`src/rtl/junofirst_sndcmd_tx_if.sv`:
```
// Sound-command link bundle: main-CPU write side plus sound-board latch/IRQ side.
// drop_cnt exists only when SNDCMD_DROP_CNT_EN is defined; fsm_state is a debug view of the FSM.
`timescale 1ns/1ps
interface junofirst_sndcmd_tx_if #(
  parameter int FIFO_AW = 2
);
  // cmd_wr is a valid-only strobe with no back-pressure: a byte is taken unless fifo_full is set
  // and no pop coincides, in which case it is dropped and recorded in overflow (and drop_cnt).
  logic             cmd_wr;
  logic [7:0]       cmd_din;
  logic             flush;
  logic             cs_sounddata;
  logic [7:0]       cpubrd_Din;
  logic             irq_trigger;
  logic [FIFO_AW:0] fifo_level;
  logic             fifo_full;
  logic             fifo_empty;
  logic             busy;
  logic             overflow;
`ifdef SNDCMD_DROP_CNT_EN
  logic [7:0]       drop_cnt;
`endif
  logic [1:0]       fsm_state;

`ifdef SNDCMD_DROP_CNT_EN
  modport master (output cmd_wr, cmd_din, flush,
                  input  cs_sounddata, cpubrd_Din, irq_trigger, fifo_level, fifo_full,
                         fifo_empty, busy, overflow, drop_cnt, fsm_state);
  modport slave  (input  cmd_wr, cmd_din, flush,
                  output cs_sounddata, cpubrd_Din, irq_trigger, fifo_level, fifo_full,
                         fifo_empty, busy, overflow, drop_cnt, fsm_state);
`else
  modport master (output cmd_wr, cmd_din, flush,
                  input  cs_sounddata, cpubrd_Din, irq_trigger, fifo_level, fifo_full,
                         fifo_empty, busy, overflow, fsm_state);
  modport slave  (input  cmd_wr, cmd_din, flush,
                  output cs_sounddata, cpubrd_Din, irq_trigger, fifo_level, fifo_full,
                         fifo_empty, busy, overflow, fsm_state);
`endif
endinterface

```
`src/rtl/junofirst_sndcmd_tx.sv`:
```
// Juno First main-board sound-command transmitter: queues 6809 command bytes and replays each as a
// soundlatch write plus IRQ pulse with a guaranteed gap. Optional drop counter: SNDCMD_DROP_CNT_EN.
`timescale 1ns/1ps
module junofirst_sndcmd_tx #(
  parameter int FIFO_AW   = 2,
  parameter int IRQ_HOLD  = 16,
  parameter int GAP_TICKS = 2048
) (
  input  logic                 clk_49m,
  input  logic                 reset,
  input  logic                 cen_3m,
  junofirst_sndcmd_tx_if.slave bus
);
  localparam int DEPTH = 1 << FIFO_AW;
  localparam int MAX_T = (IRQ_HOLD > GAP_TICKS) ? IRQ_HOLD : GAP_TICKS;
  localparam int CNT_W = $clog2(MAX_T + 1);
  localparam logic [CNT_W-1:0] HOLD_LD = CNT_W'(IRQ_HOLD - 1);
  localparam logic [CNT_W-1:0] GAP_LD  = CNT_W'(GAP_TICKS - 1);

  typedef enum logic [1:0] {IDLE = 2'd0, LATCH = 2'd1, TRIG = 2'd2, GAP = 2'd3} state_t;

  state_t           state_q, state_n;
  logic [CNT_W-1:0] cnt_q, cnt_n;
  logic             cs_q, cs_n, irq_q, irq_n;
  logic [7:0]       din_q, din_n;
  logic             pop, push, drop;

  logic [7:0]       mem [DEPTH];
  logic [FIFO_AW:0] wr_ptr_q, rd_ptr_q, wr_ptr_n, rd_ptr_n, level_n;
  logic [FIFO_AW:0] level_q;
  logic             full_q, empty_q, full_n, busy_q, ovf_q;

  // FSM next-state and output logic; flush overrides everything except an ongoing GAP countdown.
  always_comb begin
    state_n = state_q;
    cnt_n   = cnt_q;
    cs_n    = cs_q;
    irq_n   = irq_q;
    din_n   = din_q;
    pop     = 1'b0;
    if (bus.flush && state_q != GAP) begin
      cs_n = 1'b0;
      if (state_q != IDLE) begin
        irq_n   = 1'b0;
        cnt_n   = GAP_LD;
        state_n = GAP;
      end
    end else if (cen_3m) begin
      case (state_q)
        IDLE: begin
          if (!empty_q) begin
            pop     = 1'b1;
            din_n   = mem[rd_ptr_q[FIFO_AW-1:0]];
            cs_n    = 1'b1;
            state_n = LATCH;
          end
        end
        LATCH: begin
          cs_n    = 1'b0;
          irq_n   = 1'b1;
          cnt_n   = HOLD_LD;
          state_n = TRIG;
        end
        TRIG: begin
          if (cnt_q == '0) begin
            irq_n   = 1'b0;
            cnt_n   = GAP_LD;
            state_n = GAP;
          end else begin
            cnt_n = cnt_q - 1'b1;
          end
        end
        GAP: begin
          if (cnt_q == '0) state_n = IDLE;
          else             cnt_n   = cnt_q - 1'b1;
        end
        default: state_n = IDLE;
      endcase
    end
  end

  // A full FIFO still accepts a write when the head leaves in the same cycle.
  always_comb begin
    push     = bus.cmd_wr && !bus.flush && (!full_q || pop);
    drop     = bus.cmd_wr && !bus.flush && full_q && !pop;
    wr_ptr_n = bus.flush ? '0 : wr_ptr_q + (FIFO_AW+1)'(push);
    rd_ptr_n = bus.flush ? '0 : rd_ptr_q + (FIFO_AW+1)'(pop);
    level_n  = wr_ptr_n - rd_ptr_n;
    full_n   = (wr_ptr_n[FIFO_AW] != rd_ptr_n[FIFO_AW]) &&
               (wr_ptr_n[FIFO_AW-1:0] == rd_ptr_n[FIFO_AW-1:0]);
  end

  always_ff @(posedge clk_49m) begin
    if (push) mem[wr_ptr_q[FIFO_AW-1:0]] <= bus.cmd_din;
  end

  always_ff @(posedge clk_49m or negedge reset) begin
    if (!reset) begin
      state_q  <= IDLE;
      cnt_q    <= '0;
      cs_q     <= 1'b0;
      irq_q    <= 1'b0;
      din_q    <= 8'h00;
      wr_ptr_q <= '0;
      rd_ptr_q <= '0;
      level_q  <= '0;
      full_q   <= 1'b0;
      empty_q  <= 1'b1;
      busy_q   <= 1'b0;
      ovf_q    <= 1'b0;
    end else begin
      state_q  <= state_n;
      cnt_q    <= cnt_n;
      cs_q     <= cs_n;
      irq_q    <= irq_n;
      din_q    <= din_n;
      wr_ptr_q <= wr_ptr_n;
      rd_ptr_q <= rd_ptr_n;
      level_q  <= level_n;
      full_q   <= full_n;
      empty_q  <= (wr_ptr_n == rd_ptr_n);
      busy_q   <= (state_n != IDLE);
      ovf_q    <= ovf_q | drop;
    end
  end

`ifdef SNDCMD_DROP_CNT_EN
  logic [7:0] drop_cnt_q;
  always_ff @(posedge clk_49m or negedge reset) begin
    if (!reset)                           drop_cnt_q <= 8'h00;
    else if (drop && drop_cnt_q != 8'hFF) drop_cnt_q <= drop_cnt_q + 8'h01;
  end
  assign bus.drop_cnt = drop_cnt_q;
`endif

  assign bus.cs_sounddata = cs_q;
  assign bus.cpubrd_Din   = din_q;
  assign bus.irq_trigger  = irq_q;
  assign bus.fifo_level   = level_q;
  assign bus.fifo_full    = full_q;
  assign bus.fifo_empty   = empty_q;
  assign bus.busy         = busy_q;
  assign bus.overflow     = ovf_q;
  assign bus.fsm_state    = state_q;
endmodule

```
`src/flat_wrapper.sv`:
```
// flat-port wrapper written by rule: the top's interface ports become plain ports
module junofirst_sndcmd_tx_flat 
#(
  parameter int FIFO_AW   = 2,
  parameter int IRQ_HOLD  = 16,
  parameter int GAP_TICKS = 2048
)
  (clk_49m, reset, cen_3m, bus_cmd_wr, bus_cmd_din, bus_flush, bus_cs_sounddata, bus_cpubrd_Din, bus_irq_trigger, bus_fifo_level, bus_fifo_full, bus_fifo_empty, bus_busy, bus_overflow, bus_fsm_state);
  junofirst_sndcmd_tx_if #(.FIFO_AW(FIFO_AW)) bus_i ();
  input  logic clk_49m;
  input  logic reset;
  input  logic cen_3m;
  input wire logic [$bits(bus_i.cmd_wr)-1:0] bus_cmd_wr;
  input wire logic [$bits(bus_i.cmd_din)-1:0] bus_cmd_din;
  input wire logic [$bits(bus_i.flush)-1:0] bus_flush;
  output wire logic [$bits(bus_i.cs_sounddata)-1:0] bus_cs_sounddata;
  output wire logic [$bits(bus_i.cpubrd_Din)-1:0] bus_cpubrd_Din;
  output wire logic [$bits(bus_i.irq_trigger)-1:0] bus_irq_trigger;
  output wire logic [$bits(bus_i.fifo_level)-1:0] bus_fifo_level;
  output wire logic [$bits(bus_i.fifo_full)-1:0] bus_fifo_full;
  output wire logic [$bits(bus_i.fifo_empty)-1:0] bus_fifo_empty;
  output wire logic [$bits(bus_i.busy)-1:0] bus_busy;
  output wire logic [$bits(bus_i.overflow)-1:0] bus_overflow;
  output wire logic [$bits(bus_i.fsm_state)-1:0] bus_fsm_state;
  assign bus_i.cmd_wr = bus_cmd_wr;
  assign bus_i.cmd_din = bus_cmd_din;
  assign bus_i.flush = bus_flush;
  assign bus_cs_sounddata = bus_i.cs_sounddata;
  assign bus_cpubrd_Din = bus_i.cpubrd_Din;
  assign bus_irq_trigger = bus_i.irq_trigger;
  assign bus_fifo_level = bus_i.fifo_level;
  assign bus_fifo_full = bus_i.fifo_full;
  assign bus_fifo_empty = bus_i.fifo_empty;
  assign bus_busy = bus_i.busy;
  assign bus_overflow = bus_i.overflow;
  assign bus_fsm_state = bus_i.fsm_state;
  junofirst_sndcmd_tx #(.FIFO_AW(FIFO_AW), .IRQ_HOLD(IRQ_HOLD), .GAP_TICKS(GAP_TICKS)) u_core (.clk_49m(clk_49m), .reset(reset), .cen_3m(cen_3m), .bus(bus_i));
endmodule
```
`config.mk`:
```
export PLATFORM = sky130hd
export DESIGN_NAME = junofirst_sndcmd_tx_flat
export DESIGN_NICKNAME = d
export VERILOG_FILES = /design/src/rtl/junofirst_sndcmd_tx_if.sv /design/src/rtl/junofirst_sndcmd_tx.sv /design/src/flat_wrapper.sv
export SDC_FILE = /design/constraint.sdc
export NUM_CORES = 1
export LEC_CHECK = 0
export ABC_AREA = 1
export BUFFER_PORTS_ARGS = -buffer_cell sky130_fd_sc_hd__buf_2
export CORE_MARGIN = 5
export CORE_UTILIZATION = 45
export CTS_CLUSTER_DIAMETER = 100
export DETAILED_ROUTE_END_ITERATION = 12
export PLACE_DENSITY_LB_ADDON = 0.2
export SYNTH_ARGS = -nofsm -noshare
export SYNTH_HDL_FRONTEND = slang
export SYNTH_SLANG_ARGS = --single-unit
```
`constraint.sdc`:
```
create_clock -name clk_49m -period 3.63 [get_ports clk_49m]
set_clock_uncertainty 0.05 [all_clocks]
set_input_delay 0.1815 -clock clk_49m [delete_from_list [all_inputs] [get_ports clk_49m]]
set_output_delay 0.1815 -clock clk_49m [all_outputs]
set_load 0.05 [all_outputs]
```
Word-level counts from Yosys, hierarchy flattened
Memory sizes are Yosys's and may differ from the RTL's. A register that Yosys moved wholly into a read port is not among the register bits. Index checks and enable logic that the tools add are counted.

$add $sub $neg: 4. Equal/unequal tests: 11. Multiplexer cells: 30. Bitwise operators: 3. Reduce and logical (&&, ||, !) cells: 23.

Operators with widths (count): 12-bit 2-to-1 mux (5); 12-bit one-hot mux with 3 select lines (1); 1-bit 2-to-1 mux (13); 12-bit zero test (1); 2-bit 2-to-1 mux (6); 4-bit AND reduction (3); 12-bit by 1-bit subtractor with 12-bit output (second input constant) (1); 2-bit one-hot mux with 4 select lines (1); 3-bit by 1-bit adder with 3-bit output (2); 1-bit logical AND (6); 3-bit 2-to-1 mux (2); 2-bit nonzero test (3); 3-bit nonzero test (2); 2-bit == test (second input constant) (2); 1-bit zero test (4); 2-bit != test (second input constant) (2); 1-bit one-hot mux with 2 select lines (2); 4-bit nonzero test (1); 3-bit == test (1); 3-bit by 1-bit != test with 1-bit output (second input constant) (1); 3-bit by 2-bit != test with 1-bit output (second input constant) (1); 3-bit != test (second input constant) (1); 3-bit AND reduction (1); 3-bit subtractor (1); 7 further kinds (8).

Register bits after elaboration: 29. RAM bits: 32. Output and inout port bits: 19. Logic and storage cells: 83. Memories kept: 1.

Memory list: u_core.mem (words 4, width 8, read ports 1, clocked after Yosys merged registers in 1, wr ports 1, line junofirst_sndcmd_tx.sv:28) `logic [7:0] mem [DEPTH];`.

Longest topological paths before layout
Gate-level depths: netlist of the first run.

Word-level depth: 10. Gate-level depth with buffers: 17. Mapped depth without buffers: 16.

Worst setup path before layout of the first run
No wires, ideal clock.

Path kind: register -> register. Start: register u_core.state_q[1], in the netlist u_core.bus.fsm_state[1]. End: register u_core.level_q[2], in the netlist u_core.bus.fifo_level[2]. Arrival time: 2824 ps. Data required time: 3445 ps. Setup slack: 622 ps. Stages on the path, launching flop included: 16. Cell sequence: dfrtp_1 ha_1 nor2_4 inv_4 nand2_4 nor3_4 inv_4 nand2_4 nand3_4 inv_1 ha_1 ha_1 inv_1 nor2_1 fa_1 xor2_1.

Word-level cells in the longest chain between the ends: 9. Elaborated cells on any way between the ends: 13. Those cells by class: add/sub (3); eq/ne (1); mux (5); reduce/logical (4).

RTL lines: from (decl) (line junofirst_sndcmd_tx.sv:22) `state_t state_q, state_n;`; from (signal assigned) (line junofirst_sndcmd_tx.sv:112) `state_q <= state_n;`; 2-bit zero test (line junofirst_sndcmd_tx.sv:49) `case (state_q)`; 1-bit 2-to-1 mux (line junofirst_sndcmd_tx.sv:49); 1-bit 2-to-1 mux (line junofirst_sndcmd_tx.sv:48) `end else if (cen_3m) begin`; 1-bit 2-to-1 mux (*) (line junofirst_sndcmd_tx.sv:41) `if (bus.flush && state_q != GAP) begin`; 1-bit logical OR (*) (line junofirst_sndcmd_tx.sv:84) `push = bus.cmd_wr && !bus.flush && (!full_q || pop);`; 1-bit logical AND (*) (line junofirst_sndcmd_tx.sv:84); 3-bit by 1-bit adder with 3-bit output (*) (line junofirst_sndcmd_tx.sv:86) `wr_ptr_n = bus.flush ? '0 : wr_ptr_q + (FIFO_AW+1)'(push);`; 3-bit 2-to-1 mux (*) (line junofirst_sndcmd_tx.sv:86); via u_core.wr_ptr_n[1] (line junofirst_sndcmd_tx.sv:29) `logic [FIFO_AW:0] wr_ptr_q, rd_ptr_q, wr_ptr_n, rd_ptr_n, level_n;`; 3-bit subtractor (*) (line junofirst_sndcmd_tx.sv:88) `level_n = wr_ptr_n - rd_ptr_n;`; via u_core.level_n[2] (line junofirst_sndcmd_tx.sv:29); to (signal assigned) (line junofirst_sndcmd_tx.sv:119) `level_q <= level_n;`; to (decl) (line junofirst_sndcmd_tx.sv:30) `logic [FIFO_AW:0] level_q;`.

Mark *: on every way through the listed nets, which the timed path passes. The rest lies on a longest branch. A chain may end at the register's enable or synchronous reset.

Worst setup path in the final report of the first run
Start: register u_core.state_q[0], in the netlist u_core.bus.fsm_state[0]. End: register u_core.level_q[2], in the netlist u_core.bus.fifo_level[2].

Same word-level chain as after synthesis.

==> reports/results.tsv, run 1 <==
stage	metric	value	unit
logic_synthesis	synth.distinct_cells	32	
pwr	power.density	712	mW/mm2
cts	cts_buffer_depth	2	
die	die_y	95.0	um
timing	tns	0	ns
global_routing	antenna_found_initial	0	
detailed_routing	ant_nets	0	
final_layout	layout-drive-gt1-share	0.162	
timing	drv_slew	0	
logic_synthesis	synth_ff_type	dfrtp_1	
final_layout	final_cell_area	0.00382	mm2
logic_synthesis	syn_area_per_cell	9.72	um2
detailed_routing	drt_iter0_markers	120	
setup_path	worstReg2RegStart	u_core.bus.fsm_state[0]$_DFF_PN0_	
cts	cts_setup_buffers	0	
setup_path	cp_max_fo	10	
timing	worstMarginPinSlew	0.802	ns
cts	clock_sinks	69	
setup_path	critical_path.cell_chain	inv_1 > ha_1 > inv_1 > nor3_4 > inv_4 > nand2_4 > nand3_4 > inv_1 > ha_1 > ha_1 > inv_1 > nor2_1 > fa_1 > xor2_1	
global_routing	grt_use_total	0.169	
cts	cts-htree-levels	3	
detailed_routing	route.met3.wl	254	um
logic_synthesis	yosysSeqAreaShare	0.581	
setup_path	critPathCapture	u_core.bus.fifo_level[2]$_DFF_PN0_	
setup_path	crit_top_cell	inv_1	
timing	finalHoldViolCount	0	
detailed_routing	drcViolationCount	0	
setup_path	crit_path_end_kind	flip-flop	
detailed_routing	dr.pass1.iters	4	
setup_path	critPathRequiredTime	3.79	ns
logic_synthesis	syn-num-nets	361	
detailed_routing	wire_per_inst	13.8	um
final_layout	finalNetCount	412	
timing	setup_viol	0	
logic_synthesis	synthArstFlopShare	0.536	
cts	root_buffer	clkbuf_8	
timing	max-slew-margin-rel	0.465	
final_layout	n_antenna_cell	0	
setup_path	rrSetupSlack	0.71	ns
cts	hold_buffers	9	
cts	ctsResizeCount	0	
timing	hold_ws	0.0868	ns
placement	port_buffers	31	
setup_path	r2r_cells	14	
pwr	p_leak	1.76	nW
logic_synthesis	yosysWarnings	0	
timing	rsz0062_at_grt	false	
worst_hold_path	hold_class	in -> reg	
global_routing	grt_pass1_vias	2344	
timing	period_share	0.805	
die	core_area	0.00714	mm2
die	fp-row-count	31	
logic_synthesis	netlist_instances	334	
die	start_util	0.455	
global_routing	overflow	0	
global_routing	grt_max_degree	38	
final_layout	area_delta_synth_final	17.7	%
detailed_routing	wl_met1	3390	um
die	dieArea	0.00902	mm2
setup_path	crit_start	u_core.bus.fsm_state[0]$_DFF_PN0_	
cts	path_clk_slew	0.08	ns
cts	numCtsBuffers	9	
setup_path	slowest_delay	0.46	ns
global_routing	grt_pass1_wl	11400	um
cts	clock_latency	0.35	ns
setup_path	crit_type	reg -> reg	
setup_path	r2r_end	u_core.bus.fifo_level[2]$_DFF_PN0_	
detailed_routing	viasPerCell	4.92	
detailed_routing	dr_total_vias	2406	
status	status	complete, no violations	
die	ios	32	
placement	dpl-instance-area	0.00353	mm2
logic_synthesis	syn-cell-area	0.00325	mm2
detailed_routing	drt_wl_total	6770	um
placement	routabilityCongestion	0.858	
logic_synthesis	synth_edf_count	32	
timing	clock.fmax	0.342	GHz
flow_run	max_cap_viol_count	0	
setup_path	start_kind	flip-flop	
detailed_routing	wl_met2	3030	um
setup_path	worstPathArrival	3.08	ns
logic_synthesis	synth_seq_cells	69	
die	die_w	95.0	um
pwr	peakVddDrop	0.000276	V
cts	cts_tree	built	
timing	period_minus_slack	2.92	ns
detailed_routing	top_layer_used	met4	
setup_path	cp_slowest_cell	dfrtp_1	
placement	dp_hpwl	4780	um
[how the worst min path moves through the flow]
stage / from / to / slack [ns] / depth (start not counted)
2_1_floorplan: reset / u_core.bus.busy$_DFF_PN0_ / -0.16 / 0
3_3_place_gp: reset / u_core.bus.busy$_DFF_PN0_ / 0.27 / 1
3_5_place_dp: reset / u_core.bus.busy$_DFF_PN0_ / 0.28 / 1
4_1_cts: bus_cmd_wr / u_core.bus.overflow$_DFF_PN0_ / 0.06 / 3
5_1_grt: bus_cmd_wr / u_core.bus.overflow$_DFF_PN0_ / 0.08 / 3
6_report: bus_cmd_wr / u_core.bus.overflow$_DFF_PN0_ / 0.09 / 3
[power by group]
part | total, mW | internal (mW) | switching, mW
clock | 0.623 | 0.320 | 0.303
sequential | 1.09 | 0.965 | 0.128
combinational | 1.01 | 0.277 | 0.729
[cells in the mapped netlist, types with 2 or more instances]
cell	instances	area (um2)
a21oi_1	6	30.0
clkbuf_1	2	7.51
dfrtp_1	36	901
edfxtp_1	32	961
ha_1	13	163
inv_1	34	128
inv_4	2	12.5
nand2_1	79	297
nand2_4	3	33.8
nand3_1	8	40.0
nand4_1	2	12.5
nor2_1	38	143
nor2_2	2	12.5
nor3_1	12	60.1
o21ai_0	35	175
o21ai_1	3	15.0
o22ai_1	8	50.1
xnor2_1	3	26.3
xor2_1	3	26.3
[metrics by stage]
step,setup slack [ns],instances,utilization,total power [mW]
finish,0.708,489,0.536,2.72
global route,0.497,489,0.536,2.91
CTS,0.695,489,0.536,2.74
detailed placement,0.724,464,0.495,2.10
global placement,0.787,464,0.495,2.09
floorplan,0.622,334,-,1.85
[cell usage in the layout, fill, tap and decap left out, drive strengths merged, types with 2 or more instances in the layout]
| master | Yosys | layout |
|---|---|---|
| nand2 | 82 | 82 |
| nor2 | 41 | 41 |
| o21ai | 38 | 38 |
| inv | 37 | 38 |
| dfrtp | 36 | 36 |
| buf | 2 | 35 |
| edfxtp | 32 | 32 |
| ha | 13 | 13 |
| nor3 | 13 | 13 |
| clkbuf | 2 | 9 |
| dlygate4sd3 | 0 | 9 |
| nand3 | 9 | 9 |
| o22ai | 8 | 8 |
| a21oi | 6 | 6 |
| clkinv | 0 | 5 |
| xnor2 | 3 | 3 |
| xor2 | 3 | 3 |
| nand4 | 2 | 2 |
[registers in the layout (all words and copies together) (netlist names)]
register and cells:
u_core.bus.irq_trigger 1, u_core.bus.fifo_empty 1, u_core.rd_ptr_q 3, u_core.bus.fsm_state 2, u_core.cnt_q 12, u_core.bus.cs_sounddata 1, u_core.mem 32, u_core.bus.fifo_level 3
u_core.bus.cpubrd_Din 8, u_core.bus.fifo_full 1, u_core.bus.busy 1, u_core.wr_ptr_q 3, u_core.bus.overflow 1
[critical path, delay by kind of cell (launching register included)]
kind | cells | cell delay (ns)
xor gates and xnor gates | 1 | 0.17
adders and majority gates | 4 | 0.98
buffers and inverters | 5 | 0.49
DFF | 1 | 0.46
and+or+nand+nor | 4 | 0.63
[cell type report]
class,instances,area [um2]
Tap cell,99,124
Timing Repair Buffer,44,275
Sequential cell,69,1890
Clock inverter,7,75.1
Fill cell,671,3310
Clock buffer,9,124
Inverter,37,151
Multi-Input combinational cell,224,1180
[metal layers]
metal | vias to the layer above | global-route usage
met5 | - | 0
met4 | 0 | 0.0817
met3 | 8 | 0.0335
met2 | 55 | 0.246
met1 | 1122 | 0.241
li1 | 1221 | -
[cells by family (layout without fill, tap and decap cells)]
family	after synthesis	after routing	synth area share
AO/OA/AOI/OAI	56	56	0.0925
XOR/XNOR	6	6	0.0162
adder cells (fa/ha/maj)	14	14	0.0562
buffers and inverters	41	97	0.0539
flip-flops	69	69	0.581
AND/OR/NAND/NOR	148	148	0.200
Power figures use the tool's default switching activity.
==> inputs of run 2 (changes only) <==
--- a/config.mk
+++ b/config.mk
@@ -5,7 +5,7 @@
 export SDC_FILE = /design/constraint.sdc
 export NUM_CORES = 1
 export LEC_CHECK = 0
-export ABC_AREA = 1
+export ABC_AREA = 0
 export BUFFER_PORTS_ARGS = -buffer_cell sky130_fd_sc_hd__buf_2
 export CORE_MARGIN = 5
 export CORE_UTILIZATION = 45
==> constraint.sdc (replaced) <==
create_clock -name clk_49m -period 2.55 [get_ports clk_49m]
set_clock_uncertainty 0.05 [all_clocks]
set_input_delay 0.1275 -clock clk_49m [delete_from_list [all_inputs] [get_ports clk_49m]]
set_output_delay 0.1275 -clock clk_49m [all_outputs]
set_load 0.05 [all_outputs]
==> run 2 against run 1 <==
Hold slack lost 0.077 ns. Worst setup slack lost 0.59 ns. Clock-buffer cell count grew 2. Largest power group unchanged. Highest routed layer unchanged.
==> reports/results.tsv, run 2 <==
stage	metric	value	unit	change
status	status	complete, no violations		
logic_synthesis	synth_edf_count	32		unchanged
pwr	peakVddDrop	0.000614	V	+120%
logic_synthesis	yosysMostFrequentCell	dfrtp_1		
logic_synthesis	synth_ff_type	dfrtp_1		
setup_path	r2r_end	u_core.bus.fifo_level[2]$_DFF_PN0_		
die	core_area	0.00683	mm2	-4.3%
setup_path	cp_max_fo	10		unchanged
timing	finalHoldViolCount	0		unchanged
cts	cts-htree-levels	3		unchanged
timing	max-slew-margin-rel	0.424		-0.0409
setup_path	critPathRequiredTime	2.73	ns	-1.06 ns
cts	clock_sinks	69		unchanged
pwr	power.density	1000	mW/mm2	+40%
setup_path	crit_path_end_kind	flip-flop		
timing	clock.fmax	0.411	GHz	+20%
global_routing	overflow	0		unchanged
placement	port_buffers	31		unchanged
cts	path_clk_slew	0.08	ns	about the same
timing	period_minus_slack	2.43	ns	-0.491 ns
setup_path	crit_type	reg -> reg		
timing	drv_slew	0		unchanged
final_layout	largest_reg_flops	32		unchanged
global_routing	met2_usage	0.236		-0.00963
final_layout	final_util	0.580		+0.0444
worst_hold_path	hold_depth	2		-1
logic_synthesis	synth.distinct_cells	53		+66%
cts	cts_tree	built		
final_layout	n_antenna_cell	0		unchanged
final_layout	final_common_cell	dfrtp_1		
final_layout	finalNetCount	324		-21%
logic_synthesis	synth_common_cells	36 x dfrtp_1, 32 x edfxtp_1, 15 x nand2_1, 15 x nor2_1, 15 x o21ai_0		
global_routing	antenna_found_initial	0		unchanged
logic_synthesis	syn-cell-area	0.00319	mm2	-1.7%
setup_path	rrSetupSlack	0.12	ns	-0.59 ns
cts	clock_latency	0.34	ns	about the same
logic_synthesis	synth_seq_cells	69		unchanged
cts	numCtsBuffers	9		unchanged
worst_hold_path	min_to	u_core.bus.overflow$_DFF_PN0_		
die	dieArea	0.00888	mm2	-1.6%
setup_path	worstPathArrival	2.61	ns	-0.47 ns
detailed_routing	dr.pass1.iters	4		unchanged
global_routing	grtUsageMet1	0.212		-0.0290
global_routing	gr-usage-met3	0.0393		+0.00580
timing	setup_viol	0		unchanged
global_routing	grt-busiest-layer	met2		
timing	tns	0	ns	unchanged
logic_synthesis	post-synth-top-area-cell	edfxtp_1		
die	die_w	94.2	um	-0.78%
global_routing	grt_pass1_wl	10300	um	-9.8%
detailed_routing	drcViolationCount	0		unchanged
pwr	p_leak	1.62	nW	-8.0%
cts	cts_setup_buffers	0		unchanged
detailed_routing	viasPerCell	5.31		+8.0%
logic_synthesis	netlist_instances	245		-27%
detailed_routing	ant_nets	0		unchanged
placement	routabilityCongestion	0.752		-12%
global_routing	grt_pass1_vias	2108		-10%
logic_synthesis	syn-num-nets	272		-25%
die	fp-row-count	30		-3.2%
logic_synthesis	yosys.area.top_type_share	0.301		+0.00522
placement	dp_hpwl	4210	um	-12%
logic_synthesis	synth.area.top_cells	edfxtp_1 30%, dfrtp_1 28%, mux4_2 5.6%		
final_layout	layout-drive-gt1-share	0.321		+0.160
timing	hold_ws	0.00932	ns	-0.0775 ns
worst_hold_path	worstHoldStart	bus_cmd_wr		
logic_synthesis	syn_area_per_cell	13.0	um2	+34%
die	start_util	0.467		+0.0121
timing	worstMarginPinSlew	0.864	ns	+0.0613 ns
setup_path	r2r_cells	10		-4
logic_synthesis	yosysSeqAreaShare	0.592		+0.0103
cts	root_buffer	clkbuf_8		
final_layout	final_cell_mix	34 x dfrtp_1, 32 x edfxtp_1, 31 x buf_2		
die	die_y	94.2	um	-0.78%
detailed_routing	dr_total_vias	2115		-12%
flow_run	max_cap_viol_count	0		unchanged
setup_path	start_kind	flip-flop		
logic_synthesis	synthArstFlopShare	0.536		unchanged
detailed_routing	drt_wl_total	6260	um	-7.6%
setup_path	worstReg2RegStart	u_core.bus.fsm_state[0]$_DFF_PN0_		
cts	cts_buffer_depth	2		unchanged
worst_hold_path	hold_class	in -> reg		
detailed_routing	wire_per_inst	15.7	um	+14%
timing	rsz0062_at_grt	false		
timing	period_share	0.953		+0.148
global_routing	grt_max_degree	38		unchanged
detailed_routing	drt_iter0_markers	122		+1.7%
final_layout	fillers	574		-14%
final_layout	area_delta_synth_final	24.1	%	
logic_synthesis	yosysWarnings	0		unchanged
global_routing	grt_use_total	0.153		-0.0162
die	ios	32		unchanged
## run 2: cell families after synthesis
kind of cell,count (synthesis),share of synthesized area
DFF,69,0.592
and+or+nand+nor,68,0.118
AOI/OAI and AO/OA,53,0.108
buffers and inverters,20,0.0251
muxes,18,0.0913
adders and majority gates,14,0.0572
xor gates and xnor gates,3,0.00823
## run 2: layer usage
metal | routed length [um] | vias up
li1 | - | 1020
met1 | 2880 | 1032
met3 | 316 | 8
met4 | 79 | 0
met5 | 0 | -
met2 | 2980 | 55
## run 2: critical path, stage by stage, from the launching register on
cell     delay [ns]
dfrtp_4        0.54
inv_1          0.16
ha_2           0.26
nand3_4        0.12
a21oi_4        0.18
ha_4           0.21
nand2_1        0.08
ha_2           0.17
inv_2          0.04
fa_2           0.35
xor2_1         0.14
## run 2: worst max-delay path by stage
stage | to | slack (ns) | startpoint
final | u_core.bus.fifo_level[2]$_DFF_PN0_ | 0.12 | u_core.bus.fsm_state[0]$_DFF_PN0_
after global routing | u_core.bus.fifo_level[2]$_DFF_PN0_ | 0.02 | u_core.bus.fsm_state[0]$_DFF_PN0_
after CTS | u_core.bus.fifo_level[2]$_DFF_PN0_ | 0.05 | u_core.bus.fsm_state[0]$_DFF_PN0_
after detailed placement | u_core.bus.fifo_level[2]$_DFF_PN0_ | 0.08 | u_core.bus.fsm_state[0]$_DFF_PN0_
after global placement | u_core.bus.fifo_level[2]$_DFF_PN0_ | 0.13 | u_core.bus.fsm_state[0]$_DFF_PN0_
after floorplan | u_core.bus.fifo_level[2]$_DFF_PN0_ | -0.05 | u_core.bus.fsm_state[1]$_DFF_PN0_
## run 2: metrics by stage
stage | cells | instance area [um2] | total power [mW] | setup slack [ns]
final | 398 | 3960 | 3.96 | 0.120
after global routing | 398 | 3960 | 4.20 | 0.0239
after CTS | 398 | 3950 | 3.98 | 0.0516
after detailed placement | 373 | 3630 | 2.96 | 0.0785
after global placement | 373 | 3630 | 2.95 | 0.135
after floorplan | 245 | 3330 | 2.61 | -0.0483
## run 2: report_power, final
group,internal [mW],leakage (nW),switching (mW)
registers,1.36,0.747,0.173
logic,0.524,0.764,0.907
clock network,0.581,0.106,0.413
total,2.47,1.62,1.49
## run 2: area by class of cell
class,instances,area [um2],area share
clock inverters,5,83.8,0.0212
multi-input cells,156,1340,0.339
flip-flops and latches,69,1900,0.478
repair buffers,50,333,0.0840
well taps,96,120,0.0303
inverters,11,46.3,0.0117
clock buffers,11,141,0.0357
## run 2: what timing repair did
action / in CTS / in global routing
endpoints found under the setup margin: 0 / 5
endpoints found under the hold margin: 68 / 0
gates resized for setup: 0 / 3
hold buffers: 9 / 0
==> inputs of run 3 (changes only) <==
==> constraint.sdc (replaced) <==
create_clock -name clk_49m -period 2.55 [get_ports clk_49m]
set_clock_uncertainty 0.05 [all_clocks]
set_input_delay 0.255 -clock clk_49m [delete_from_list [all_inputs] [get_ports clk_49m]]
set_output_delay 0.255 -clock clk_49m [all_outputs]
set_load 0.05 [all_outputs]
==> run 3 against run 2 <==
Total power down 1.1%. Register-to-register slack better by 0.03 ns. Design area fell by 2.1%. Worst setup slack improved by 0.034 ns. Fmax grew 1.4%. Non-clock buffer count fell by 6. Highest routed layer unchanged.
==> reports/results.tsv, run 3 (synthesis results as in run 2) <==
stage	metric	value	unit	change
global_routing	grt_pass1_vias	2107		-0.047%
setup_path	crit_path_end_kind	flip-flop		
final_layout	area_delta_synth_final	21.6	%	
worst_hold_path	hold_class	in -> reg		
pwr	power.density	1010	mW/mm2	+0.99%
detailed_routing	wl_met1	2920	um	+1.1%
pwr	p_total	3.92	mW	-1.1%
pwr	p_leak	1.59	nW	-1.4%
worst_hold_path	worstHoldStart	bus_cmd_din[3]		
final_layout	final_cell_area	0.00388	mm2	-2.1%
detailed_routing	dr_total_vias	2098		-0.80%
setup_path	worstPathArrival	2.57	ns	-0.04 ns
setup_path	crit_type	reg -> reg		
cts	clock_sinks	69		unchanged
placement	dpl-instance-area	0.00365	mm2	+0.41%
detailed_routing	drcViolationCount	0		unchanged
detailed_routing	wl_met2	3050	um	+2.5%
global_routing	grt_pass1_wl	10400	um	+0.67%
placement	port_buffers	31		unchanged
final_layout	layout-drive-gt1-share	0.328		+0.00651
die	die_w	94.2	um	unchanged
die	core_area	0.00683	mm2	unchanged
die	die_y	94.2	um	unchanged
timing	period_minus_slack	2.40	ns	-0.0338 ns
detailed_routing	route.met3.wl	264	um	-16%
timing	hold_ws	0.0787	ns	+0.0694 ns
die	ios	32		unchanged
pwr	peakVddDrop	0.000514	V	-16%
cts	path_clk_slew	0.07	ns	about the same
detailed_routing	drt_iter0_markers	98		-20%
placement	routabilityCongestion	0.754		+0.25%
timing	rsz0062_at_grt	false		
cts	cts-htree-levels	3		unchanged
cts	numCtsBuffers	9		unchanged
setup_path	r2r_cells	10		unchanged
worst_hold_path	hold_depth	1		-1
timing	finalHoldViolCount	0		unchanged
timing	drv_slew	0		unchanged
global_routing	antenna_found_initial	0		unchanged
timing	clock.fmax	0.417	GHz	+1.4%
status	status	complete, no violations		
final_layout	multiInputGateArea	0.00134	mm2	-0.47%
setup_path	start_kind	flip-flop		
cts	cts_buffer_depth	2		unchanged
final_layout	fillers	587		+2.3%
final_layout	seqCellArea	0.00190	mm2	unchanged
global_routing	overflow	0		unchanged
timing	worstMarginPinSlew	0.556	ns	-0.308 ns
detailed_routing	ant_nets	0		unchanged
global_routing	grt_max_degree	24		-37%
die	fp-row-count	30		unchanged
setup_path	r2r_end	u_core.bus.fifo_level[2]$_DFF_PN0_		
setup_path	critPathRequiredTime	2.72	ns	about the same
worst_hold_path	min_to	u_core.mem[2][3]$_DFFE_PP_		
cts	root_buffer	clkbuf_8		
global_routing	grt_use_total	0.156		+0.00311
timing	period_share	0.940		-0.0133
detailed_routing	top_layer_used	met4		
detailed_routing	viasPerCell	5.35		+0.71%
detailed_routing	drt_wl_total	6340	um	+1.3%
die	start_util	0.467		unchanged
placement	dp_hpwl	4420	um	+4.9%
setup_path	worstReg2RegStart	u_core.bus.fsm_state[0]$_DFF_PN0_		
timing	setup_viol	0		unchanged
final_layout	n_antenna_cell	0		unchanged
flow_run	max_cap_viol_count	0		unchanged
timing	max-slew-margin-rel	0.630		+0.205
cts	clock_latency	0.33	ns	about the same
timing	tns	0	ns	unchanged
die	dieArea	0.00888	mm2	unchanged
detailed_routing	wire_per_inst	16.2	um	+2.8%
detailed_routing	dr.pass1.iters	4		unchanged
cts	cts_tree	built		
setup_path	rrSetupSlack	0.15	ns	+0.03 ns
final_layout	final_cell_mix	34 x dfrtp_1, 32 x edfxtp_1, 31 x buf_2		
final_layout	finalNetCount	318		-1.9%
final_layout	largest_reg_flops	32		unchanged
final_layout	final_common_cell	dfrtp_1		
setup_path	cp_max_fo	10		unchanged
[run 3: cell types whose count changed in the layout (fill, tap and decap cells not counted)]
cell | previous run | this run
a221oi_1 | 0 | 1
clkinv_2 | 0 | 1
dlygate4sd3_1 | 9 | 1
clkinvlp_4 | 2 | 0
clkinv_4 | 0 | 1
clkinv_1 | 0 | 1
buf_4 | 9 | 11
a221oi_2 | 1 | 0
clkbuf_8 | 10 | 9
[run 3: how the worst max path moves through the flow]
stage,endpoint,start,slack (ns)
2_1_floorplan,u_core.bus.fifo_level[2]$_DFF_PN0_,u_core.bus.fsm_state[1]$_DFF_PN0_,-0.05
3_3_place_gp,u_core.bus.fifo_level[2]$_DFF_PN0_,u_core.bus.fsm_state[0]$_DFF_PN0_,0.13
3_5_place_dp,u_core.bus.fifo_level[2]$_DFF_PN0_,u_core.bus.fsm_state[0]$_DFF_PN0_,0.08
4_1_cts,u_core.bus.fifo_level[2]$_DFF_PN0_,u_core.bus.fsm_state[0]$_DFF_PN0_,0.08
5_1_grt,u_core.bus.fifo_level[2]$_DFF_PN0_,u_core.bus.fsm_state[0]$_DFF_PN0_,0.03
6_report,u_core.bus.fifo_level[2]$_DFF_PN0_,u_core.bus.fsm_state[0]$_DFF_PN0_,0.15
[run 3: repair_timing]
action,in CTS,in global routing
hold buffers,1,0
endpoints found under the hold margin,21,0
gates resized for setup,0,2
setup buffers,0,0
endpoints found under the setup margin,0,5
[run 3: metrics by stage]
| stage | utilization | std cells | setup slack, ns |
|---|---|---|---|
| floorplan | - | 245 | -0.0483 |
| global placement | 0.534 | 375 | 0.134 |
| detailed placement | 0.534 | 375 | 0.0840 |
| CTS | 0.567 | 392 | 0.0807 |
| global route | 0.568 | 392 | 0.0280 |
| finish | 0.568 | 392 | 0.153 |
[run 3: power by group]
group | switching [mW] | total [mW] | leakage [nW] | internal, mW
Combinational | 0.907 | 1.42 | 0.740 | 0.516
Clock | 0.403 | 0.954 | 0.108 | 0.551
Sequential | 0.178 | 1.54 | 0.747 | 1.36
[run 3: area by class of cell]
type,instances,share of cell area
flip-flops and latches,69,0.489
clock buffers,10,0.0329
repair buffers,44,0.0690
multi-input cells,156,0.344
clock inverters,6,0.0223
well taps,96,0.0310
inverters,11,0.0119
[run 3: critical path, stage by stage (launching register included)]
cell and delay [ns]:
dfrtp_4 0.54, inv_1 0.15, ha_2 0.25, nand3_4 0.12, a21oi_4 0.18, ha_4 0.21
nand2_1 0.08, ha_2 0.18, inv_2 0.04, fa_2 0.34, xor2_1 0.14
[run 3: routing by layer]
metal | vias up | track usage
met2 | 46 | 0.247
met3 | 9 | 0.0280
met4 | 0 | 0.0686
met5 | - | 0
li1 | 1010 | -
met1 | 1033 | 0.209
